==> src/rtl/uart_hram_bridge.sv <==
// Byte-protocol command bridge: decodes UART command bytes into hyper_xface
// read/write requests and serialises acknowledges and read data back to the UART.
module uart_hram_bridge #(
   parameter int unsigned BUS_TIMEOUT = 1024,
   parameter int unsigned RX_TIMEOUT  = 65535
) (
   input  logic        clk,
   input  logic        reset,
   input  logic        rx_strb,
   input  logic [7:0]  rx_data,
   input  logic        tx_ready,
   output logic        tx_strb,
   output logic [7:0]  tx_data,
   output logic        rd_req,
   output logic        wr_req,
   output logic [31:0] addr,
   output logic [31:0] wr_d,
   output logic [3:0]  wr_byte_en,
   output logic [5:0]  rd_num_dwords,
   input  logic [31:0] rd_d,
   input  logic        rd_rdy,
   input  logic        busy,
   output logic        err
);

   localparam int unsigned BW = $clog2(BUS_TIMEOUT + 1);
   localparam int unsigned RW = $clog2(RX_TIMEOUT + 1);
   localparam logic [BW-1:0] BUS_LAST = BW'(BUS_TIMEOUT - 1);
   localparam logic [RW-1:0] RX_LAST  = RW'(RX_TIMEOUT - 1);

   localparam logic [2:0] S_IDLE      = 3'd0;
   localparam logic [2:0] S_PAYLOAD   = 3'd1;
   localparam logic [2:0] S_ISSUE     = 3'd2;
   localparam logic [2:0] S_WAIT_DONE = 3'd3;
   localparam logic [2:0] S_REPLY     = 3'd4;

   logic [2:0]    state;
   logic          is_write;
   logic [1:0]    byte_cnt;
   logic [31:0]   asm_reg;
   logic [RW-1:0] rx_tmr;
   logic [BW-1:0] bus_tmr;
   logic [31:0]   reply_buf;
   logic [1:0]    reply_left;
   logic          addr_load;
   logic          addr_inc;
   logic [31:0]   payload_word;
   logic          bus_expired;

   assign wr_byte_en    = 4'hF;
   assign rd_num_dwords = 6'd1;
   assign payload_word  = {asm_reg[23:0], rx_data};
   assign bus_expired   = (bus_tmr >= BUS_LAST);

   always_ff @(posedge clk) begin
      if (reset) begin
         state      <= S_IDLE;
         is_write   <= 1'b0;
         byte_cnt   <= 2'd0;
         asm_reg    <= 32'h0;
         rx_tmr     <= '0;
         bus_tmr    <= '0;
         reply_buf  <= 32'h0;
         reply_left <= 2'd0;
         addr_load  <= 1'b0;
         addr_inc   <= 1'b0;
         tx_strb    <= 1'b0;
         tx_data    <= 8'h00;
         rd_req     <= 1'b0;
         wr_req     <= 1'b0;
         addr       <= 32'h0;
         wr_d       <= 32'h0;
         err        <= 1'b0;
      end else begin
         tx_strb <= 1'b0;
         case (state)
            S_IDLE: begin
               if (rx_strb) begin
                  addr_load <= 1'b0;
                  addr_inc  <= 1'b0;
                  rx_tmr    <= '0;
                  bus_tmr   <= '0;
                  byte_cnt  <= 2'd0;
                  is_write  <= (rx_data == 8'h02);
                  case (rx_data)
                     8'h00: begin
                        err        <= 1'b0;
                        reply_buf  <= {8'h55, 24'h0};
                        reply_left <= 2'd0;
                        state      <= S_REPLY;
                     end
                     8'h01, 8'h02: state <= S_PAYLOAD;
                     8'h03: begin
                        rd_req <= 1'b1;
                        state  <= S_ISSUE;
                     end
                     default: begin
                        err        <= 1'b1;
                        reply_buf  <= {8'hEE, 24'h0};
                        reply_left <= 2'd0;
                        state      <= S_REPLY;
                     end
                  endcase
               end
            end
            S_PAYLOAD: begin
               if (rx_strb) begin
                  asm_reg  <= payload_word;
                  rx_tmr   <= '0;
                  byte_cnt <= byte_cnt + 2'd1;
                  if (byte_cnt == 2'd3) begin
                     if (is_write) begin
                        wr_d   <= payload_word;
                        wr_req <= 1'b1;
                        state  <= S_ISSUE;
                     end else begin
                        // addr itself is loaded from asm_reg when the ack goes out
                        addr_load  <= 1'b1;
                        reply_buf  <= {8'hAA, 24'h0};
                        reply_left <= 2'd0;
                        state      <= S_REPLY;
                     end
                  end
               end else if (rx_tmr >= RX_LAST) begin
                  state <= S_IDLE;
               end else begin
                  rx_tmr <= rx_tmr + 1'b1;
               end
            end
            S_ISSUE: begin
               if (busy) begin
                  rd_req  <= 1'b0;
                  wr_req  <= 1'b0;
                  bus_tmr <= bus_tmr + 1'b1;
                  state   <= S_WAIT_DONE;
               end else if (bus_expired) begin
                  rd_req     <= 1'b0;
                  wr_req     <= 1'b0;
                  err        <= 1'b1;
                  reply_buf  <= {8'hEE, 24'h0};
                  reply_left <= 2'd0;
                  state      <= S_REPLY;
               end else begin
                  bus_tmr <= bus_tmr + 1'b1;
               end
            end
            S_WAIT_DONE: begin
               // completion is checked before expiry so a late rd_rdy still succeeds
               if (!is_write && rd_rdy) begin
                  reply_buf  <= rd_d;
                  reply_left <= 2'd3;
                  addr_inc   <= 1'b1;
                  state      <= S_REPLY;
               end else if (is_write && !busy) begin
                  reply_buf  <= {8'hAA, 24'h0};
                  reply_left <= 2'd0;
                  addr_inc   <= 1'b1;
                  state      <= S_REPLY;
               end else if (bus_expired) begin
                  err        <= 1'b1;
                  reply_buf  <= {8'hEE, 24'h0};
                  reply_left <= 2'd0;
                  state      <= S_REPLY;
               end else begin
                  bus_tmr <= bus_tmr + 1'b1;
               end
            end
            S_REPLY: begin
               if (tx_ready && !tx_strb) begin
                  tx_strb    <= 1'b1;
                  tx_data    <= reply_buf[31:24];
                  reply_buf  <= {reply_buf[23:0], 8'h00};
                  reply_left <= reply_left - 2'd1;
                  if (reply_left == 2'd0) begin
                     state <= S_IDLE;
                     if (addr_load) begin
                        addr <= asm_reg;
                     end else if (addr_inc) begin
                        addr <= addr + 32'd1;
                     end
                  end
               end
            end
            default: state <= S_IDLE;
         endcase
      end
   end

endmodule

==> config.mk <==
export PLATFORM = sky130hd
export DESIGN_NAME = uart_hram_bridge
export DESIGN_NICKNAME = d
export VERILOG_FILES = /design/src/rtl/uart_hram_bridge.sv
export SDC_FILE = /design/constraint.sdc
export NUM_CORES = 1
export LEC_CHECK = 0
export BUFFER_PORTS_ARGS = -buffer_cell sky130_fd_sc_hd__buf_2
export CAP_MARGIN = 10
export CORE_MARGIN = 2
export CORE_UTILIZATION = 45
export DETAILED_ROUTE_END_ITERATION = 12
export GPL_ROUTABILITY_DRIVEN = 0
export HOLD_SLACK_MARGIN = 0.12
export MAX_ROUTING_LAYER = met4
export PLACE_DENSITY = 0.62
export SLEW_MARGIN = 10
export SYNTH_ARGS = -nofsm -noshare
export SYNTH_HDL_FRONTEND = slang
export SYNTH_SLANG_ARGS = --single-unit
==> constraint.sdc <==
create_clock -name clk -period 5.57 [get_ports clk]
set_input_delay 1.114 -clock clk [delete_from_list [all_inputs] [get_ports clk]]
set_output_delay 1.114 -clock clk [all_outputs]
set_load 0.05 [all_outputs]
# == Word level (Yosys, flattened, before mapping) ==
# Cells that the tools add are included.
# totals
regBits,177
out_inout_bits,86
elab_cells,159
# op_classes
add_sub_neg,5
n_lt_le_gt_ge,2
n_eq_ne,25
muxes,75
bitwise,1
reduce_logical,34
# ops
operator,n
2-to-1 mux 32 bit,11
case mux 32 bit (5 select lines),1
case mux 32 bit (2 select lines),1
2-to-1 mux 11 bit,5
2-to-1 mux 16 bit,3
2-to-1 mux 3 bit,11
case mux 11 bit (3 select lines),1
adder 32 x 1 -> 32 bit (second input constant),1
case mux 16 bit (2 select lines),1
2-to-1 mux 2 bit,12
!= test 2 bit (second input constant),11
2-to-1 mux 1 bit,19
adder 16 x 1 -> 16 bit (second input constant),1
equality test 8 x 2 -> 1 bit (second input constant),2
>= comparator 16 bit (second input constant),1
AND reduction 4 bit,4
!= test 3 bit (second input constant),5
case mux 3 bit (5 select lines),1
AND reduction 5 bit,3
adder 11 x 1 -> 11 bit (second input constant),1
>= comparator 11 x 10 -> 1 bit (second input constant),1
case mux 1 bit (2 select lines),5
case mux 2 bit (5 select lines),1
nonzero test 2 bit,5
25 further kinds,35

# == Longest topological paths before layout ==
# Gate-level depths: netlist of the first run.
# logic_depth
depth_word,5
depth_mapped,8

# == Least setup slack after synthesis of the first run ==
# OpenSTA, ideal clock, no wires.
# synth_path
kind,input to register
startpoint,input rx_data[4]
endpoint,register reply_buf[6]
arrival_ps,2597
required_time_ps,5512
path_slack_ps,2915
path_stages,6
path_cell_list,or4_4 > nor3_4 > nand2_4 > a31oi_4 > buf_6 > a22o_2
# synth_via
elab_chain_len,4
# synth_lines
item,line_no,source
from (decl),10,"input logic [7:0] rx_data,"
equality test 8 x 2 -> 1 bit / equality test 8 x 1 -> 1 bit (equally long branches),85,case (rx_data)
OR reduction 3 bit (no source line) (*),--,
!= test 2 bit (no source line) (*),--,
AND reduction 8 bit (no source line) (*),--,
to (signal assigned),88,"reply_buf <= {8'h55, 24'h0};"
to (signal assigned),99,"reply_buf <= {8'hEE, 24'h0};"
to (signal assigned),119,"reply_buf <= {8'hAA, 24'h0};"
to (decl),43,logic [31:0] reply_buf;
# Mark *: on every way between the ends. The rest lies on a longest branch, timed or not.
# A chain may end at the register's enable or synchronous reset.

# == Worst setup path after layout of the first run ==
# layout_path
startpoint,register state[2]
endpoint,register addr[15]
# layout_via
elab_chain_len,2
# layout_lines
item,line_no,source
from (decl),37,logic [2:0] state;
from (signal assigned),57,state <= S_IDLE;
from (signal assigned),90,state <= S_REPLY;
from (signal assigned),92,"8'h01, 8'h02: state <= S_PAYLOAD;"
equality test 3 bit,76,case (state)
AND reduction 4 bit (no source line),--,
to (signal assigned),177,addr <= asm_reg;
to (signal assigned),179,addr <= addr + 32'd1;
to (decl),16,"output logic [31:0] addr,"
# No other way between the ends.

==> results of run 1 <==
cells in the mapped netlist (all sizes together), types with 7 or more instances:
cell type / number / area share [%]
a21oi: 118 / 6.9
mux2i: 14 / 1.6
a22o: 26 / 2.8
o21ai: 27 / 1.6
nand3: 37 / 2.2
o21a: 12 / 1.1
a211oi: 18 / 1.6
and2: 9 / 0.67
buf: 42 / 2.9
a21o: 20 / 1.8
inv: 19 / 0.83
or3: 8 / 0.64
nor2b: 7 / 0.51
nor2: 54 / 2.5
nand4: 23 / 1.7
a31oi: 15 / 1.3
nor3: 26 / 1.7
dfxtp: 177 / 41
a311oi: 10 / 1.0
and3: 11 / 0.80
a22oi: 17 / 1.5
clkbuf: 38 / 1.7
nand2: 207 / 9.2
nor4: 14 / 1.0
kinds of logic (layout without fill, tap and decap cells):
| group | Yosys count | count (layout) | share of synthesized area (%) |
|---|---|---|---|
| compound gates | 323 | 323 | 25.88 |
| buf+inv | 101 | 184 | 5.486 |
| mux | 16 | 16 | 1.902 |
| flops | 177 | 177 | 41.43 |
| simple gates | 428 | 428 | 24.14 |
| other cells | 2 | 10 | 0.08780 |
| fa+ha+maj | 6 | 6 | 0.8777 |
| xor+xnor | 2 | 2 | 0.2048 |
area by class of cell:
cell class | instances | area share [%]
multi-input combinational | 785 | 46.65
sequential | 177 | 36.12
timing repair buffer | 134 | 7.193
inverter | 21 | 0.8035
clock inverter | 9 | 1.594
tap | 234 | 2.984
clock buffer | 20 | 4.655
layer usage:
layer  up-vias  track usage [%]
met5         -                -
met4         0            7.053
met3        21            4.286
met2       239            36.97
met1      3875            33.48
li1       4000                -
critical path, delay by kind of cell, from the launching register on:
family                 cells  cell delay (ns)
AOI/OAI and AO/OA          2             0.30
buffers and inverters      1             0.31
and+or+nand+nor            3             1.71
DFF                        1             0.81
how the worst min path moves through the flow:
stage / startpoint / endpoint / slack, ns / cells past startpoint
6_report: wr_d[23]$_SDFFE_PP0P_ / wr_d[23]$_SDFFE_PP0P_ / 0.45 / 2
5_1_grt: wr_d[28]$_SDFFE_PP0P_ / wr_d[28]$_SDFFE_PP0P_ / 0.47 / 2
4_1_cts: reply_buf[23]$_SDFFE_PP0P_ / reply_buf[23]$_SDFFE_PP0P_ / 0.45 / 1
3_5_place_dp: reply_buf[23]$_SDFFE_PP0P_ / reply_buf[23]$_SDFFE_PP0P_ / 0.44 / 1
3_3_place_gp: reply_buf[23]$_SDFFE_PP0P_ / reply_buf[23]$_SDFFE_PP0P_ / 0.43 / 1
2_1_floorplan: reply_buf[17]$_SDFFE_PP0P_ / reply_buf[17]$_SDFFE_PP0P_ / 0.42 / 1
power breakdown:
part	internal [mW]	leakage, nW	switching, mW	total [mW]
combinational	0.105	2.00	0.236	0.340
sequential	1.29	1.43	0.0423	1.34
clock	0.770	0.303	0.497	1.27
total	2.17	3.73	0.774	2.94
==> flow_summary_export.csv, run 1 <==
group,metric,value,unit
outcome,status,"completed",
synth,mappedNetlistArea,8553,sq um
timing,worst_slew_pin_slew,1.134,ns
power_and_ir_drop,vdd_ir_drop_max,0.2265,mV
clock_tree,postCtsHoldBufs,0,
placement,placedCellCount,1351,
detailed_routing,dr_wl_met3,1.152,mm
setup_path,r2r_end,"addr[15]$_SDFFE_PP0P_",
timing,setup_tns,0,ns
synth,ys_ff_latch,177,
floorplan,ios,132,
clock_tree,cts_tree,"done",
timing,fmaxAchievable,307.6,MHz
timing,fin_crit_sh,58.36,%
final_layout,seq_area,3543,sq um
grt,grt_pass1_wl,38.67,mm
final_layout,synthToLayoutAreaGrowth,14.70,%
timing,fin_worst_skew,0.009713,ns
setup_path,path_max_fanout,38,
final_layout,layout_commonest_cell,"nand2_1",
clock_tree,htree_levels,4,
final_layout,layout_common_cells,"206 x nand2_1, 177 x dfxtp_1, 120 x buf_2, 118 x a21oi_1, 52 x nor2_1",
power_and_ir_drop,p_total,2.943,mW
timing,rsz0062_at_grt,"no",
final_layout,diodes,0,
detailed_routing,ant_nets,0,
setup_path,start_kind,"register",
detailed_routing,post_drt_wl_per_cell,17.15,um
clock_tree,clk_pin_slew,0.07,ns
detailed_routing,vias_per_cell,5.895,
timing,slew_headroom,24.32,%
detailed_routing,wl_met2,10.66,mm
final_layout,multi_input_area,4577,sq um
setup_path,slowest_delay,0.81,ns
detailed_routing,vias,8135,
timing,fin_crit,3.251,ns
timing,setup_viol,0,
final_layout,fin_cells,1380,
floorplan,fp.dieH,141.9,um
setup_path,path_class,"reg -> reg",
setup_path,reg2reg_slack,2.32,ns
setup_path,worstReg2RegStart,"state[2]$_SDFFE_PP0P_",
detailed_routing,drt_iter0_markers,557,
final_layout,fin_util,52.45,%
floorplan,die_area,20130,sq um
floorplan,num_rows,50,
power_and_ir_drop,powerDensity,300.0,nW/um^2
floorplan,core_area,18710,sq um
timing,setup_slack,2.319,ns
placement,dpl_worst_slack,2.274,ns
setup_path,ff2ff_path_depth,6,
detailed_routing,drc,0,
grt,grt_pass1_vias,7513,
detailed_routing,drt-total-wl,23.67,mm
hold_path,hp-class,"reg -> reg",
timing,timing.hold.ws,0.4500,ns
floorplan,initial_core_util,45.73,%
detailed_routing,dr.pass1.iters,6,
synth,synth_edf_count,0,
final_layout,drive_above_1_share,17.36,%
final_layout,fill_cells,1812,
synth,syn_area_per_cell,8.107,sq um
synth,synthFlopType,"dfxtp_1",
placement,port_buffers,121,
grt,grt_usage,24.38,%
final_layout,fin_area,9811,sq um
clock_tree,cts_root_buf,"clkbuf_16",
grt,antenna_found_initial,0,
setup_path,crit_slowest_cell,"dfxtp_1",
timing,final_max_slew_viol_count,0,
floorplan,die_w,141.9,um
timing,hold_viol,0,
setup_path,critPathCaptureType,"register",
setup_path,cp.required,5.90,ns
synth,seq_area_frac_synth,41.43,%
clock_tree,insertion_delay,0.42,ns
power_and_ir_drop,leakage,3.731,nW
job,maxCapViolations,0,
synth,synth_cells,1055,
grt,grt_remaining_overflow,0,
clock_tree,cts_inserted_buffers,17,
detailed_routing,drt-met1-wl,11.56,mm
clock_tree,cts_resized,0,
setup_path,cp.arrival,3.58,ns
setup_path,crit_end,"addr[15]$_SDFFE_PP0P_",
grt,grt_max_degree,92,
synth,ys_warn_count,0,
synth,synth.distinct_cells,87,
clock_tree,cts_max_path_buffers,2,
placement,hpwl,16.00,mm
placement,place_area,9198,sq um
clock_tree,cts_sinks,177,
detailed_routing,top_layer_used,"met4",
synth,async_reset_ff_share,0,%
setup_path,cp_cell_sequence,"nor3b_4, o2111ai_2, buf_4, nor2_2, a311oi_1, nor4_1",
final_layout,nNetsFinal,1188,
clock_tree,post-cts-setup-buffers,0,
setup_path,critPathLaunch,"state[2]$_SDFFE_PP0P_",
No activity file was read; power rests on OpenSTA's default activity.
==> run 2: changes to the inputs <==
==> constraint.sdc (replaced) <==
create_clock -name clk -period 3 [get_ports clk]
set_input_delay 0.6 -clock clk [delete_from_list [all_inputs] [get_ports clk]]
set_output_delay 0.6 -clock clk [all_outputs]
set_load 0.05 [all_outputs]
==> run 2 against run 1 <==
Combinational power increased by 110%. Wire length grew 2.2%. Core utilization increased by 0.70 points. Sequential cell count is the same. Die area did not move. Critical path type unchanged. Final area grew 1.3%. Clock power grew 76%. Critical endpoint is now bus_tmr[0]$_SDFFE_PP0P_. Sequential power grew 84%.
==> flow_summary_export.csv, run 2 (synthesized netlist as in run 1, its figures left out) <==
group,metric,value,unit
outcome,status,"completed",
final_layout,synthToLayoutAreaGrowth,16.22,%
floorplan,initial_core_util,45.73,%
timing,fin_worst_skew,0.01228,ns
clock_tree,clk_pin_slew,0.07,ns
grt,grt_max_degree,69,
detailed_routing,top_layer_used,"met4",
clock_tree,htree_levels,4,
setup_path,start_kind,"register",
hold_path,hp-class,"in -> reg",
detailed_routing,drt-total-wl,24.19,mm
placement,port_buffers,121,
final_layout,layout_common_cells,"206 x nand2_1, 177 x dfxtp_1, 120 x buf_2, 118 x a21oi_1, 52 x nor2_1",
clock_tree,cts_sinks,177,
clock_tree,cts_tree,"done",
timing,slew_headroom,45.89,%
floorplan,num_rows,50,
timing,timing.hold.ws,0.3743,ns
timing,fin_crit,2.408,ns
timing,setup_viol,0,
power_and_ir_drop,vdd_ir_drop_max,0.4644,mV
timing,final_max_slew_viol_count,0,
floorplan,fp.dieH,141.9,um
setup_path,path_class,"reg -> reg",
clock_tree,cts_resized,0,
clock_tree,insertion_delay,0.44,ns
setup_path,critPathCaptureType,"register",
placement,place_area,9355,sq um
timing,worst_slew_pin_slew,0.8106,ns
grt,grt_pass1_wl,39.16,mm
detailed_routing,drt_iter0_markers,641,
detailed_routing,wl_met2,10.95,mm
final_layout,fin_util,53.14,%
final_layout,fin_cells,1403,
detailed_routing,vias_per_cell,5.887,
timing,setup_slack,0.5925,ns
floorplan,die_w,141.9,um
clock_tree,cts_max_path_buffers,2,
floorplan,ios,132,
detailed_routing,vias,8260,
clock_tree,post-cts-setup-buffers,0,
power_and_ir_drop,powerDensity,542.4,nW/um^2
detailed_routing,drc,0,
power_and_ir_drop,p_total,5.392,mW
setup_path,cp.required,3.32,ns
power_and_ir_drop,leakage,3.812,nW
clock_tree,cts_inserted_buffers,17,
final_layout,layout_commonest_cell,"nand2_1",
clock_tree,cts_root_buf,"clkbuf_16",
grt,grt_pass1_vias,7473,
timing,setup_tns,0,ns
setup_path,path_max_fanout,22,
detailed_routing,drt-met1-wl,11.42,mm
grt,grt_remaining_overflow,0,
timing,fmaxAchievable,415.4,MHz
detailed_routing,dr.pass1.iters,6,
grt,antenna_found_initial,0,
timing,rsz0062_at_grt,"no",
placement,dpl_worst_slack,0.6172,ns
detailed_routing,ant_nets,0,
placement,hpwl,16.77,mm
final_layout,fin_area,9941,sq um
placement,placedCellCount,1372,
floorplan,die_area,20130,sq um
job,maxCapViolations,0,
timing,fin_crit_sh,80.25,%
floorplan,core_area,18710,sq um
timing,hold_viol,0,
final_layout,nNetsFinal,1209,
final_layout,drive_above_1_share,18.92,%
clock_tree,postCtsHoldBufs,0,
grt,grt_usage,24.78,%
final_layout,fill_cells,1803,
setup_path,cp.arrival,2.73,ns
detailed_routing,post_drt_wl_per_cell,17.24,um
detailed_routing,dr_wl_met3,1.343,mm
[run 2: cell types whose count changed in the layout (fill, tap and decap cells not counted), sizes merged]
cell	delta
inv	+1
diode	+1
clkinv	-1
bufinv	-2
clkinvlp	+3
buf	+21
[run 2: final cells by class]
class                   count  area (sq um)  share of cell area [%]
repair buffers            155         863.3                   8.685
inverters                  21         78.83                  0.7930
multi-input cells         785          4577                   46.04
clock inverters            10         126.4                   1.271
well taps                 234         292.8                   2.945
flip-flops and latches    177          3543                   35.65
diodes                      1         2.502                 0.02517
clock buffers              20         456.7                   4.594
[run 2: critical path, cell delays in order (launching register included)]
cell	delay, ns
dfxtp_1	0.85
or3b_2	0.40
a21oi_1	0.12
nor3_1	0.35
a41oi_1	0.26
mux2_2	0.31
[run 2: layer usage]
layer | vias up | GRT usage (%)
met2 | 299 | 37.76
met3 | 49 | 3.172
met4 | 0 | 7.474
met5 | - | -
li1 | 4048 | -
met1 | 3864 | 34.48
[run 2: worst paths after layout]
path / startpoint / endpoint / slack [ns] / cells after the start
worst min register to register: wr_d[24]$_SDFFE_PP0P_ / wr_d[24]$_SDFFE_PP0P_ / 0.45 / 2
worst min-delay path: rd_d[1] / reply_buf[1]$_SDFFE_PP0P_ / 0.37 / 2
worst max-delay path: state[1]$_SDFFE_PP0P_ / bus_tmr[0]$_SDFFE_PP0P_ / 0.59 / 5
worst max register to register: state[1]$_SDFFE_PP0P_ / bus_tmr[0]$_SDFFE_PP0P_ / 0.59 / 5
[run 2: power breakdown]
group          internal (mW)  total, mW  leakage, nW  switching [mW]
sequential              2.40       2.46         1.43          0.0591
clock                   1.27       2.23        0.276           0.958
combinational          0.225      0.700         2.11           0.475
